[config.mk]
export PLATFORM = sky130hd
export DESIGN_NAME = frogger_matrix_scan
export DESIGN_NICKNAME = d
export VERILOG_FILES = /design/src/rtl/frogger_matrix_scan.sv
export SDC_FILE = /design/constraint.sdc
export NUM_CORES = 1
export LEC_CHECK = 0
export ABC_CLOCK_PERIOD_IN_PS = 8300
export CAP_MARGIN = 20
export CORE_ASPECT_RATIO = 0.6
export CORE_MARGIN = 4
export CORE_UTILIZATION = 40
export DETAILED_ROUTE_END_ITERATION = 16
export GPL_TIMING_DRIVEN = 0
export PLACE_DENSITY_LB_ADDON = 0.1
export SLEW_MARGIN = 20
export SYNTH_ARGS = -nofsm -noshare
export SYNTH_HDL_FRONTEND = slang
export SYNTH_SLANG_ARGS = --single-unit
[constraint.sdc]
create_clock -name clk -period 8.3 [get_ports clk]
set_input_delay 1.66 -clock clk [delete_from_list [all_inputs] [get_ports clk]]
set_output_delay 1.66 -clock clk [all_outputs]
set_load 0.01 [all_outputs]
[src/rtl/frogger_matrix_scan.sv]
// frogger_matrix_scan
// -------------------
// Display-side reader for the frogger game core. Once per frame it snapshots
// the eight 8-bit lane rows and the frog position. It then multiplexes the
// snapshot onto an 8x8 LED matrix, one row per SCAN_DIV clocks. Each row
// period starts with BLANK_CYCLES blanked clocks. The frog pixel blinks with
// a half-period of BLINK_FRAMES frames. Because only the frame-boundary
// snapshot is ever displayed, the core may update its lanes on any cycle
// without tearing.
//
// Optional feature (compile-time macro FROGGER_SCAN_COLLIDE_EN):
//   defined   - collision is registered on the snapshot edge from the live
//               inputs and held for the whole frame.
//   undefined - collision is tied low and no collision logic exists.
//
// Parameters:
//   SCAN_DIV      clocks per row period (>= 2)
//   BLANK_CYCLES  leading blanked clocks per row period (0 .. SCAN_DIV-1)
//   BLINK_FRAMES  frames per frog blink half-period (>= 1)
//
// Ports:
//   clk          in   1   system clock
//   reset        in   1   asynchronous, active-high reset
//   lanes        in  64   lane r at lanes[8r+7:8r], bit c = column c, 1 = car
//   frog_row     in   3   frog row (0 = top/win row)
//   frog_col     in   3   frog column
//   row_n        out  8   active-low one-hot row drive (registered)
//   col          out  8   active-high column drive (registered)
//   frame_start  out  1   one-cycle pulse in the first cycle of row 0
//   collision    out  1   frog overlaps a car in the current snapshot
module frogger_matrix_scan #(
  parameter int SCAN_DIV     = 1024,
  parameter int BLANK_CYCLES = 2,
  parameter int BLINK_FRAMES = 16
) (
  input  logic        clk,
  input  logic        reset,
  input  logic [63:0] lanes,
  input  logic [2:0]  frog_row,
  input  logic [2:0]  frog_col,
  output logic [7:0]  row_n,
  output logic [7:0]  col,
  output logic        frame_start,
  output logic        collision
);

  localparam int CW = (SCAN_DIV > 1) ? $clog2(SCAN_DIV) : 1;
  localparam int FW = (BLINK_FRAMES > 1) ? $clog2(BLINK_FRAMES) : 1;
  localparam logic [CW-1:0] CNT_MAX = CW'(SCAN_DIV - 1);
  localparam logic [FW-1:0] FC_MAX  = FW'(BLINK_FRAMES - 1);

  // Scan state
  logic [2:0]    r_row_idx;
  logic [CW-1:0] r_cnt;
  logic [63:0]   r_shadow;
  logic [2:0]    r_frog_r_s;
  logic [2:0]    r_frog_c_s;
  logic          r_blink;
  logic [FW-1:0] r_frame_cnt;

  // Output registers
  logic [7:0]    r_row_n;
  logic [7:0]    r_col;
  logic          r_frame_start;

  // Next-state wires
  logic          w_cnt_wrap;
  logic          w_snap;
  logic          w_fc_last;
  logic [CW-1:0] w_cnt_nxt;
  logic [2:0]    w_row_nxt;
  logic [63:0]   w_shadow_nxt;
  logic [2:0]    w_frog_r_nxt;
  logic [2:0]    w_frog_c_nxt;
  logic          w_blink_nxt;
  logic [FW-1:0] w_frame_cnt_nxt;
  logic          w_blank_nxt;
  logic [7:0]    w_frog_mask;
  logic [7:0]    w_pix_nxt;
  logic [7:0]    w_row_n_nxt;
  logic [7:0]    w_col_nxt;

  assign w_cnt_wrap = (r_cnt == CNT_MAX);
  // The snapshot edge is the last clock of row 7, so the new frame starts in row 0.
  assign w_snap     = w_cnt_wrap && (r_row_idx == 3'd7);
  assign w_fc_last  = (r_frame_cnt == FC_MAX);

  assign w_cnt_nxt    = w_cnt_wrap ? {CW{1'b0}} : (r_cnt + CW'(1));
  assign w_row_nxt    = w_cnt_wrap ? (r_row_idx + 3'd1) : r_row_idx;
  assign w_shadow_nxt = w_snap ? lanes    : r_shadow;
  assign w_frog_r_nxt = w_snap ? frog_row : r_frog_r_s;
  assign w_frog_c_nxt = w_snap ? frog_col : r_frog_c_s;

  // The blink toggle coincides with a snapshot, so the new phase covers the whole new frame.
  assign w_frame_cnt_nxt = !w_snap   ? r_frame_cnt :
                           w_fc_last ? {FW{1'b0}}  : (r_frame_cnt + FW'(1));
  assign w_blink_nxt     = (w_snap && w_fc_last) ? ~r_blink : r_blink;

  // The outputs are decoded from next state so they line up with row_idx/cnt without an extra stage.
  assign w_blank_nxt = (int'(w_cnt_nxt) < BLANK_CYCLES);
  assign w_frog_mask = ((w_row_nxt == w_frog_r_nxt) && w_blink_nxt) ?
                       (8'h01 << w_frog_c_nxt) : 8'h00;
  assign w_pix_nxt   = w_shadow_nxt[{w_row_nxt, 3'b000} +: 8] | w_frog_mask;
  assign w_row_n_nxt = w_blank_nxt ? 8'hFF : ~(8'h01 << w_row_nxt);
  assign w_col_nxt   = w_blank_nxt ? 8'h00 : w_pix_nxt;

  // Scan counters, frame snapshot and blink phase
  always_ff @(posedge clk or posedge reset) begin
    if (reset) begin
      r_row_idx   <= 3'd0;
      r_cnt       <= {CW{1'b0}};
      r_shadow    <= 64'd0;
      r_frog_r_s  <= 3'd0;
      r_frog_c_s  <= 3'd0;
      r_blink     <= 1'b1;
      r_frame_cnt <= {FW{1'b0}};
    end else begin
      r_row_idx   <= w_row_nxt;
      r_cnt       <= w_cnt_nxt;
      r_shadow    <= w_shadow_nxt;
      r_frog_r_s  <= w_frog_r_nxt;
      r_frog_c_s  <= w_frog_c_nxt;
      r_blink     <= w_blink_nxt;
      r_frame_cnt <= w_frame_cnt_nxt;
    end
  end

  // Registered matrix drive and frame marker
  always_ff @(posedge clk or posedge reset) begin
    if (reset) begin
      r_row_n       <= 8'hFF;
      r_col         <= 8'h00;
      r_frame_start <= 1'b0;
    end else begin
      r_row_n       <= w_row_n_nxt;
      r_col         <= w_col_nxt;
      r_frame_start <= w_snap;
    end
  end

  assign row_n       = r_row_n;
  assign col         = r_col;
  assign frame_start = r_frame_start;

`ifdef FROGGER_SCAN_COLLIDE_EN
  logic r_collision;

  // Frame-level collision, taken from the live inputs on the snapshot edge
  always_ff @(posedge clk or posedge reset) begin
    if (reset) begin
      r_collision <= 1'b0;
    end else if (w_snap) begin
      r_collision <= lanes[{frog_row, frog_col}];
    end else begin
      r_collision <= r_collision;
    end
  end

  assign collision = r_collision;
`else
  assign collision = 1'b0;
`endif

endmodule
Word-level counts from Yosys, hierarchy flattened

Index checks and enable logic that the tools add are counted.

Flip-flop bits (word level): 105
Input bits: 72
Output and inout bits: 18
Word-level logic and storage cells: 37

Add/subtract/negate cells: 3
Magnitude comparators: 1
Equality and inequality tests: 4
Shift operators: 3
Muxes and demuxes: 10
Bitwise operators: 3
Reductions and logical operators: 3

Operator list:

| kind                    | count |
|---|---|
| $mux W64                | 1 |
| $shiftx A64 B7 Y8       | 1 |
| $mux W8                 | 3 |
| $shl A1 B3 Y8 const A   | 2 |
| $add A10 B1 Y10 const B | 1 |
| $eq A10 B10 Y1 const B  | 1 |
| $lt A10 B2 Y1 const B   | 1 |
| $mux W10                | 1 |
| $mux W3                 | 3 |
| $not A8 Y8              | 1 |
| $or A8 B8 Y8            | 1 |
| $add A4 B1 Y4 const B   | 1 |
| $eq A4 B4 Y1 const B    | 1 |
| $mux W4                 | 1 |
| $add A3 B1 Y3 const B   | 1 |
| $eq A3 B3 Y1            | 1 |
| $eq A3 B3 Y1 const B    | 1 |
| $logic_and A1 B1 Y1     | 3 |
| $mux W1                 | 1 |
| $not A1 Y1              | 1 |

Depth between registers and ports, before layout

Gate-level depths: netlist (run 1).

Word-level depth: 8
Gate-level depth with buffers: 10
Depth with buffers taken out: 8

Least setup slack after synthesis (run 1)

Ideal clock, no wire load.

Kind: input -> register
From: input port frog_row[2]
To: register r_col[6], in the netlist col[6]
Setup time: 0.124 ns
Arrival time: 2.679 ns
Data required time: 8.176 ns
Path slack: 5.498 ns
Cell stages on the path: 5
Buffers on the path: 0
Cell sequence: mux2_4 xor2_1 and4_4 and3_1 o31a_1

Longest elaborated chain between the ends: 6

RTL lines:

| item                 | RTL line | RTL |
|---|---|---|
| start, declared      | 39       | `input logic [2:0] frog_row,` |
| $mux W3              | 91       | `assign w_frog_r_nxt = w_snap ? frog_row : r_frog_r_s;` |
| $eq A3 B3 Y1         | 101      | `assign w_frog_mask = ((w_row_nxt == w_frog_r_nxt) && w_blink_nxt) ?` |
| $logic_and A1 B1 Y1  | 101      |  |
| $mux W8              | 101      |  |
| $or A8 B8 Y8         | 103      | `assign w_pix_nxt = w_shadow_nxt[{w_row_nxt, 3'b000} +: 8] \| w_frog_mask;` |
| $mux W8              | 105      | `assign w_col_nxt = w_blank_nxt ? 8'h00 : w_pix_nxt;` |
| via w_col_nxt[6]     | 81       | `logic [7:0] w_col_nxt;` |
| end signal, assigned | 136      | `r_col <= w_col_nxt;` |
| end, declared        | 63       | `logic [7:0] r_col;` |

The timed path passes the listed nets, and every way through them passes these cells.
A chain may end at the register's enable or synchronous reset.

Final worst setup path (run 1)

From: register r_cnt[0]
To: register r_col[3], in the netlist col[3]

Longest elaborated chain between the ends: 8
Elaborated cells on any way between the ends: 18
Classes of those cells: 1 x add/sub; 1 x order compare; 2 x eq/ne; 2 x shift; 8 x mux; 1 x bitwise; 3 x reduce/logical

RTL lines:

| item                                                                    | RTL line | RTL |
|---|---|---|
| start, declared                                                         | 54       | `logic [CW-1:0] r_cnt;` |
| start signal, assigned                                                  | 111      | `r_cnt <= {CW{1'b0}};` |
| start signal, assigned                                                  | 119      | `r_cnt <= w_cnt_nxt;` |
| parallel branches: the longest is 7 deep, another holds $add A10 B1 Y10 | -        |  |
| $mux W8 (*)                                                             | 105      |  |
| via w_col_nxt[3]                                                        | 81       |  |

Mark *: on every way through the listed nets, which the timed path passes.

==> results.py, run 1 <==
metrics = {
    "timing": {
        "min_period_over_period_pct": 37.6,
        "relSlewSlack_pct": 40.3,
        "rsz0062_at_grt": "false",
        "fin_ws_ns": 5.18,
        "fmax_ghz": 0.320,
        "fin_skew_ns": 0.00888,
        "min_period_ns": 3.12,
        "tns_ns": 0,
        "slew_violations": 0,
        "whs_ns": 0.464,
        "setup_viol": 0,
        "worst_slew_pin_slew_ns": 0.871,
        "report.final.hold_viol_count": 0,
    },
    "clocking": {
        "h-tree-depth": 3,
        "post-cts-setup-buffers": 0,
        "clk_latency_ns": 0.34,
        "hold_buffers": 0,
        "cts_sinks": 105,
        "cts-root-buf": "clkbuf_16",
        "cts_tree": "built",
        "clkTransAtPathRegs_ns": 0.07,
        "clock_path_buffers": 2,
        "cts_resized": 0,
        "numCtsBuffers": 9,
    },
    "route": {
        "dr.pass1.iters": 4,
        "drtAntennaViolNets": 0,
        "drc": 0,
        "vias": 3387,
        "vias_per_cell": 5.06,
        "wl_um": 12200,
        "drtIter0Drc": 179,
        "wire_per_inst_um": 18.2,
    },
    "placement": {
        "post-place-cells": 653,
        "place.gp.congestion": 0.817,
        "portBuffers": 88,
        "place_hpwl_um": 8990,
        "placed_cell_area_mm2": 0.00590,
        "pre_cts_slack_ns": 4.97,
    },
    "min_path": {
        "worstHoldStart": "r_shadow[24]",
        "hp-class": "register to register",
    },
    "layout": {
        "synthToLayoutAreaGrowth_pct": 29.5,
        "drive_gt1_share_pct": 16.5,
        "fin_nets": 580,
        "design_area_mm2": 0.00620,
        "fin_cells": 669,
        "num_antenna_cells": 0,
        "final_util_pct": 54.0,
    },
    "power": {
        "internal-power_uw": 820,
        "ir_worst_vdd_uv": 110,
        "p_sw_uw": 221,
        "seq_power_share_pct": 51.2,
        "swShare_pct": 21.2,
        "cellLeakagePower_nw": 2.81,
        "power_mw": 1.04,
        "p_comb_share_pct": 7.8,
        "power_frac_clock_pct": 41.0,
        "powerDensity_mw_per_mm2": 168,
    },
    "floorplanning": {
        "pin_count": 90,
        "core-area_mm2": 0.0115,
        "die_h_um": 92.8,
        "dieArea_mm2": 0.0138,
        "die_x_um": 149,
        "rows": 30,
        "start_util_pct": 41.7,
    },
    "grt": {
        "grt_antenna_before_repair": 0,
        "gr-total-overflow": 0,
        "grt_max_degree": 69,
        "grt_pass1_vias": 3436,
        "track_usage_pct": 18.5,
        "grt_pass1_wl_um": 19400,
    },
    "logic_synthesis": {
        "synth-edff-count": 0,
        "synth_cells": 404,
        "synth.avg_cell_area_um2": 11.9,
        "synth_nets": 480,
        "yosysSeqAreaShare_pct": 55.1,
        "synth_cell_types": 50,
        "ys_ff_latch": 105,
        "synthesis.area_mm2": 0.00479,
        "async_reset_ff_share_pct": 100,
        "yosys_warnings": 0,
        "synthFlopType": "dfrtp_1",
    },
    "setup_path": {
        "worstSetupPathType": "register to register",
        "critPathMaxFanout": 10,
        "critPathLaunchType": "register",
        "worstSetupStartpoint": "r_cnt[0]",
        "end_kind": "register",
        "r2r_start": "r_cnt[0]",
        "cp.arrival_ns": 3.38,
        "required_ns": 8.55,
    },
    "job": {
        "maxCapViolations": 0,
    },
    "status": {
        "status": "completed",
    },
}
-- cell usage after synthesis, types with 2 or more instances --
master      n  share of area (%)
nand4_1     6               0.78
o31ai_1     7                1.1
dfstp_2     9                4.9
a32o_1      7                1.5
buf_6       2               0.47
xor2_1      6                1.1
and3_1      2               0.26
dfrtp_1    96                 50
o2bb2ai_1   3               0.55
a31oi_1     4               0.52
mux2i_1    27                5.6
ha_1        4                1.0
and4_1      3               0.55
buf_4       5               0.78
buf_2       6               0.63
inv_1      29                2.3
and2_1      4               0.52
a22oi_1     9                1.4
nand2b_1   15                2.0
o22ai_2     2               0.52
a21oi_1     5               0.52
nand3_1     7               0.73
mux2_2     37                8.7
clkbuf_1    3               0.24
nor2_1     10               0.78
o2111ai_1   7                1.3
xnor2_1     8                1.5
or2b_1      2               0.31
o21ai_0    11                1.1
a22o_1      4               0.73
nand2_1    45                3.5
-- worst max-delay path, cell delays in order, from the launching register on --
cell and delay (ns):
dfrtp_1 0.41, ha_1 0.27, and4_1 0.35, a31oi_1 0.13
mux2i_1 0.70, clkbuf_1 0.50, o21ai_0 0.17, o31ai_1 0.33
o2bb2ai_1 0.18
-- placed cells by master (no fill, tap or decap), drive strengths merged, types with 2 or more instances in the layout --
cell type	netlist	final
buf	13	14
o2111ai	7	7
clkdlybuf4s50	0	88
clkbuf	4	16
mux2i	28	28
nand3	7	7
nand4	7	7
and2	4	4
a31oi	4	4
nand2	45	45
and3	2	2
mux2	38	38
nor2	10	10
nor4	2	2
o22ai	2	2
inv	29	29
o31ai	7	7
nand2b	15	15
clkinv	1	2
a22oi	9	9
a32o	7	7
o21ai	11	11
nor3	2	2
ha	4	4
dfrtp	96	96
dfstp	9	9
and4	4	4
xnor2	8	8
a22o	4	4
clkinvlp	0	2
or2b	2	2
o2bb2ai	3	3
a21oi	5	5
xor2	6	6
-- routing by layer --
metal / part of all wire (%) / GRT usage (%) / vias to the layer above
met5: 0 / 0 / -
met4: 0.55 / 3.20 / 0
met3: 6.6 / 6.36 / 9
met2: 42 / 26.0 / 84
met1: 51 / 27.8 / 1662
li1: - / - / 1632
-- cell type report --
type                       count  area (um2)
fill                        1005        5280
sequential                   105        2640
multi-input combinational    252        1930
timing repair buffer          89         908
clock buffer                  12         246
tap                          160         200
inverter                      30         118
buffer                        17         106
clock inverter                 4        53.8
-- cells by family after synthesis --
| group | count (synthesis) | share of synthesized area [%] |
|---|---|---|
| DFF | 105 | 55.1 |
| and+or+nand+nor | 102 | 11.4 |
| muxes | 66 | 14.9 |
| AOI/OAI and AO/OA | 65 | 10.3 |
| buffers and inverters | 47 | 4.57 |
| xor gates and xnor gates | 14 | 2.56 |
| adders and majority gates | 4 | 1.04 |
| other | 1 | 0.0783 |
-- final timing paths --
path,slack (ns),cells after the start,endpoint
min in group asynchronous,1.69,2,r_shadow[9]
setup / recovery,5.18,8,col[3]
setup reg to reg,5.18,8,col[3]
max in group asynchronous,5.91,3,row_n[3]
hold reg to reg,0.46,2,r_shadow[24]
hold / removal,0.46,2,r_shadow[24]
-- power groups by stage --
| stage | combinational, mW | sequential (mW) | clock [mW] |
|---|---|---|---|
| after detailed placement | 0.0822 | 0.543 | 0 |
| final | 0.0814 | 0.533 | 0.427 |
| after CTS | 0.0828 | 0.533 | 0.437 |
| after global placement | 0.0789 | 0.542 | 0 |
| after floorplan | 0.0313 | 0.542 | 0 |
| after global routing | 0.0897 | 0.534 | 0.459 |
-- registers in the layout, summed over array words and instances (netlist names) --
| name | flops |
|---|---|
| col | 8 |
| frame_start | 1 |
| r_blink | 1 |
| r_cnt | 10 |
| r_frame_cnt | 4 |
| r_frog_c_s | 3 |
| r_frog_r_s | 3 |
| r_row_idx | 3 |
| r_shadow | 64 |
| row_n | 8 |
No activity file was read; power rests on OpenSTA's default activity.
==> inputs of run 2 (changes only) <==
--- a/config.mk
+++ b/config.mk
@@ -5,7 +5,7 @@
 export SDC_FILE = /design/constraint.sdc
 export NUM_CORES = 1
 export LEC_CHECK = 0
-export ABC_CLOCK_PERIOD_IN_PS = 8300
+export ABC_CLOCK_PERIOD_IN_PS = 3100
 export CAP_MARGIN = 20
 export CORE_ASPECT_RATIO = 0.6
 export CORE_MARGIN = 4
==> constraint.sdc (replaced) <==
create_clock -name clk -period 3.1 [get_ports clk]
set_input_delay 0.62 -clock clk [delete_from_list [all_inputs] [get_ports clk]]
set_output_delay 0.62 -clock clk [all_outputs]
set_load 0.01 [all_outputs]
==> run 2 against run 1 <==
Fmax is 11% higher; utilization is 0.28 points higher; register-to-register slack got worse by 4.9 ns; first-iteration DRC count down 13%; combinational power rose to 2.7 times the previous value; wire length is 0.98% higher; clock skew up 0.00080 ns; largest cell class unchanged; highest routed layer unchanged.
==> results.py, run 2 (synthesized netlist as in run 1, its figures left out) <==
metrics = {
    "grt": {
        "grt_pass1_wl_um": 19800,
        "grt_pass1_vias": 3573,
        "grt_max_degree": 33,
        "grt_use_met1_pct": 28.2,
        "gr-total-overflow": 0,
        "grt_use_met2_pct": 26.5,
        "grt.busiest_layer": "met1",
        "use_met3_pct": 5.97,
        "grt_antenna_before_repair": 0,
        "track_usage_pct": 18.7,
    },
    "timing": {
        "fin_skew_ns": 0.00968,
        "setup_viol": 0,
        "min_period_ns": 2.82,
        "slew_violations": 0,
        "fin_ws_ns": 0.284,
        "rsz0062_at_grt": "false",
        "tns_ns": 0,
        "min_period_over_period_pct": 90.8,
        "relSlewSlack_pct": 44.0,
        "report.final.hold_viol_count": 0,
        "fmax_ghz": 0.355,
        "worst_slew_pin_slew_ns": 0.829,
    },
    "layout": {
        "final_util_pct": 54.3,
        "synthToLayoutAreaGrowth_pct": 30.2,
        "final_cell_mix": "dfrtp_1, clkdlybuf4s50_1, nand2_1, mux2_2, inv_1",
        "largest_reg_flops": 64,
        "top_regs": "r_shadow (64), r_cnt (10)",
        "top_register": "r_shadow",
        "final_common_cell": "dfrtp_1",
        "drive_gt1_share_pct": 17.6,
        "num_antenna_cells": 0,
        "fin_nets": 581,
    },
    "clocking": {
        "clkTransAtPathRegs_ns": 0.06,
        "numCtsBuffers": 9,
        "cts-root-buf": "clkbuf_16",
        "cts_tree": "built",
        "post-cts-setup-buffers": 0,
        "h-tree-depth": 3,
        "clock_path_buffers": 2,
        "cts_sinks": 105,
        "clk_latency_ns": 0.34,
    },
    "setup_path": {
        "critPathMaxFanout": 10,
        "r2r_slack_ns": 0.28,
        "cp.arrival_ns": 3.08,
        "path_buf_inv": 1,
        "critPathMaxStageDelay_ns": 0.46,
        "critPathLaunchType": "register",
        "worstSetupPathType": "register to register",
        "end_kind": "register",
        "required_ns": 3.36,
        "cp_slowest_cell": "nor3_4",
        "crit_chain": "ha_1 > nand4_1 > nor3_4 > o22ai_2 > buf_2 > a32o_1 > o31ai_1 > o2bb2ai_1",
        "path_delay_family": "compound AO/OA/AOI/OAI gates",
    },
    "placement": {
        "portBuffers": 88,
        "pre_cts_slack_ns": 0.0659,
        "place.gp.congestion": 0.813,
        "place_hpwl_um": 9060,
    },
    "floorplanning": {
        "dieArea_mm2": 0.0138,
        "start_util_pct": 41.7,
        "die_h_um": 92.8,
        "core-area_mm2": 0.0115,
        "die_x_um": 149,
        "pin_count": 90,
        "rows": 30,
    },
    "route": {
        "wl_um": 12300,
        "vias": 3355,
        "dr.pass1.iters": 5,
        "wire_per_inst_um": 18.4,
        "drtAntennaViolNets": 0,
        "drtIter0Drc": 155,
        "vias_per_cell": 5.01,
        "drc": 0,
    },
    "power": {
        "ir_worst_vdd_uv": 288,
        "powerDensity_mw_per_mm2": 448,
        "cellLeakagePower_nw": 2.83,
    },
    "job": {
        "maxCapViolations": 0,
    },
    "status": {
        "status": "completed",
    },
    "min_path": {
        "hp-class": "register to register",
    },
}
## run 2: cell count changes in the layout (fill, tap and decap cells not counted), sizes merged
cell      change
clkinv        -2
clkinvlp      +2
clkbuf        -1
buf           +2
## run 2: per-stage QoR
step	hold WS, ns	total power [mW]	instance area, um2	std cells
2_1_floorplan	0.432	1.54	4790	404
3_3_place_gp	0.443	1.66	5870	652
3_5_place_dp	0.450	1.68	5930	655
4_1_cts	0.466	2.83	6230	671
5_1_grt	0.485	2.91	6240	670
6_report	0.467	2.79	6240	670
## run 2: worst reg2reg max path, cell delays in order (launching register included)
cell and delay (ns):
dfrtp_1 0.38, ha_1 0.28, nand4_1 0.22, nor3_4 0.46, o22ai_2 0.31, buf_2 0.30
a32o_1 0.30, o31ai_1 0.34, o2bb2ai_1 0.16
## run 2: cell type report
class | count | area [um2]
Clock buffer | 12 | 246
Clock inverter | 4 | 52.6
Sequential cell | 105 | 2640
Fill cell | 1005 | 5250
Buffer | 16 | 105
Timing Repair Buffer | 91 | 941
Multi-Input combinational cell | 252 | 1940
Tap cell | 160 | 200
Inverter | 30 | 116
## run 2: worst paths after layout
kind                              startpoint      endpoint  cells past startpoint
max in group asynchronous              reset      row_n[0]                      4
worst max register to register      r_cnt[0]        col[3]                      8
worst min-delay path            r_shadow[25]  r_shadow[25]                      2
worst max-delay path                r_cnt[0]        col[3]                      8
min in group asynchronous              reset   r_shadow[5]                      2
worst min register to register  r_shadow[25]  r_shadow[25]                      2
## run 2: routing by layer
layer | share of wire, % | wire [um]
met4 | 0.70 | 86
met5 | 0 | 0
met2 | 41 | 5040
met1 | 51 | 6290
met3 | 7.4 | 910
## run 2: timing repair
item,CTS,global route
hold buffers,0,0
gates resized for setup,0,6
setup endpoints to repair,0,4
## run 2: where the power goes
group / total (mW) / internal, mW / switching [mW]
logic: 0.222 / 0.135 / 0.0874
clock network: 1.14 / 0.649 / 0.494
registers: 1.43 / 1.41 / 0.0124
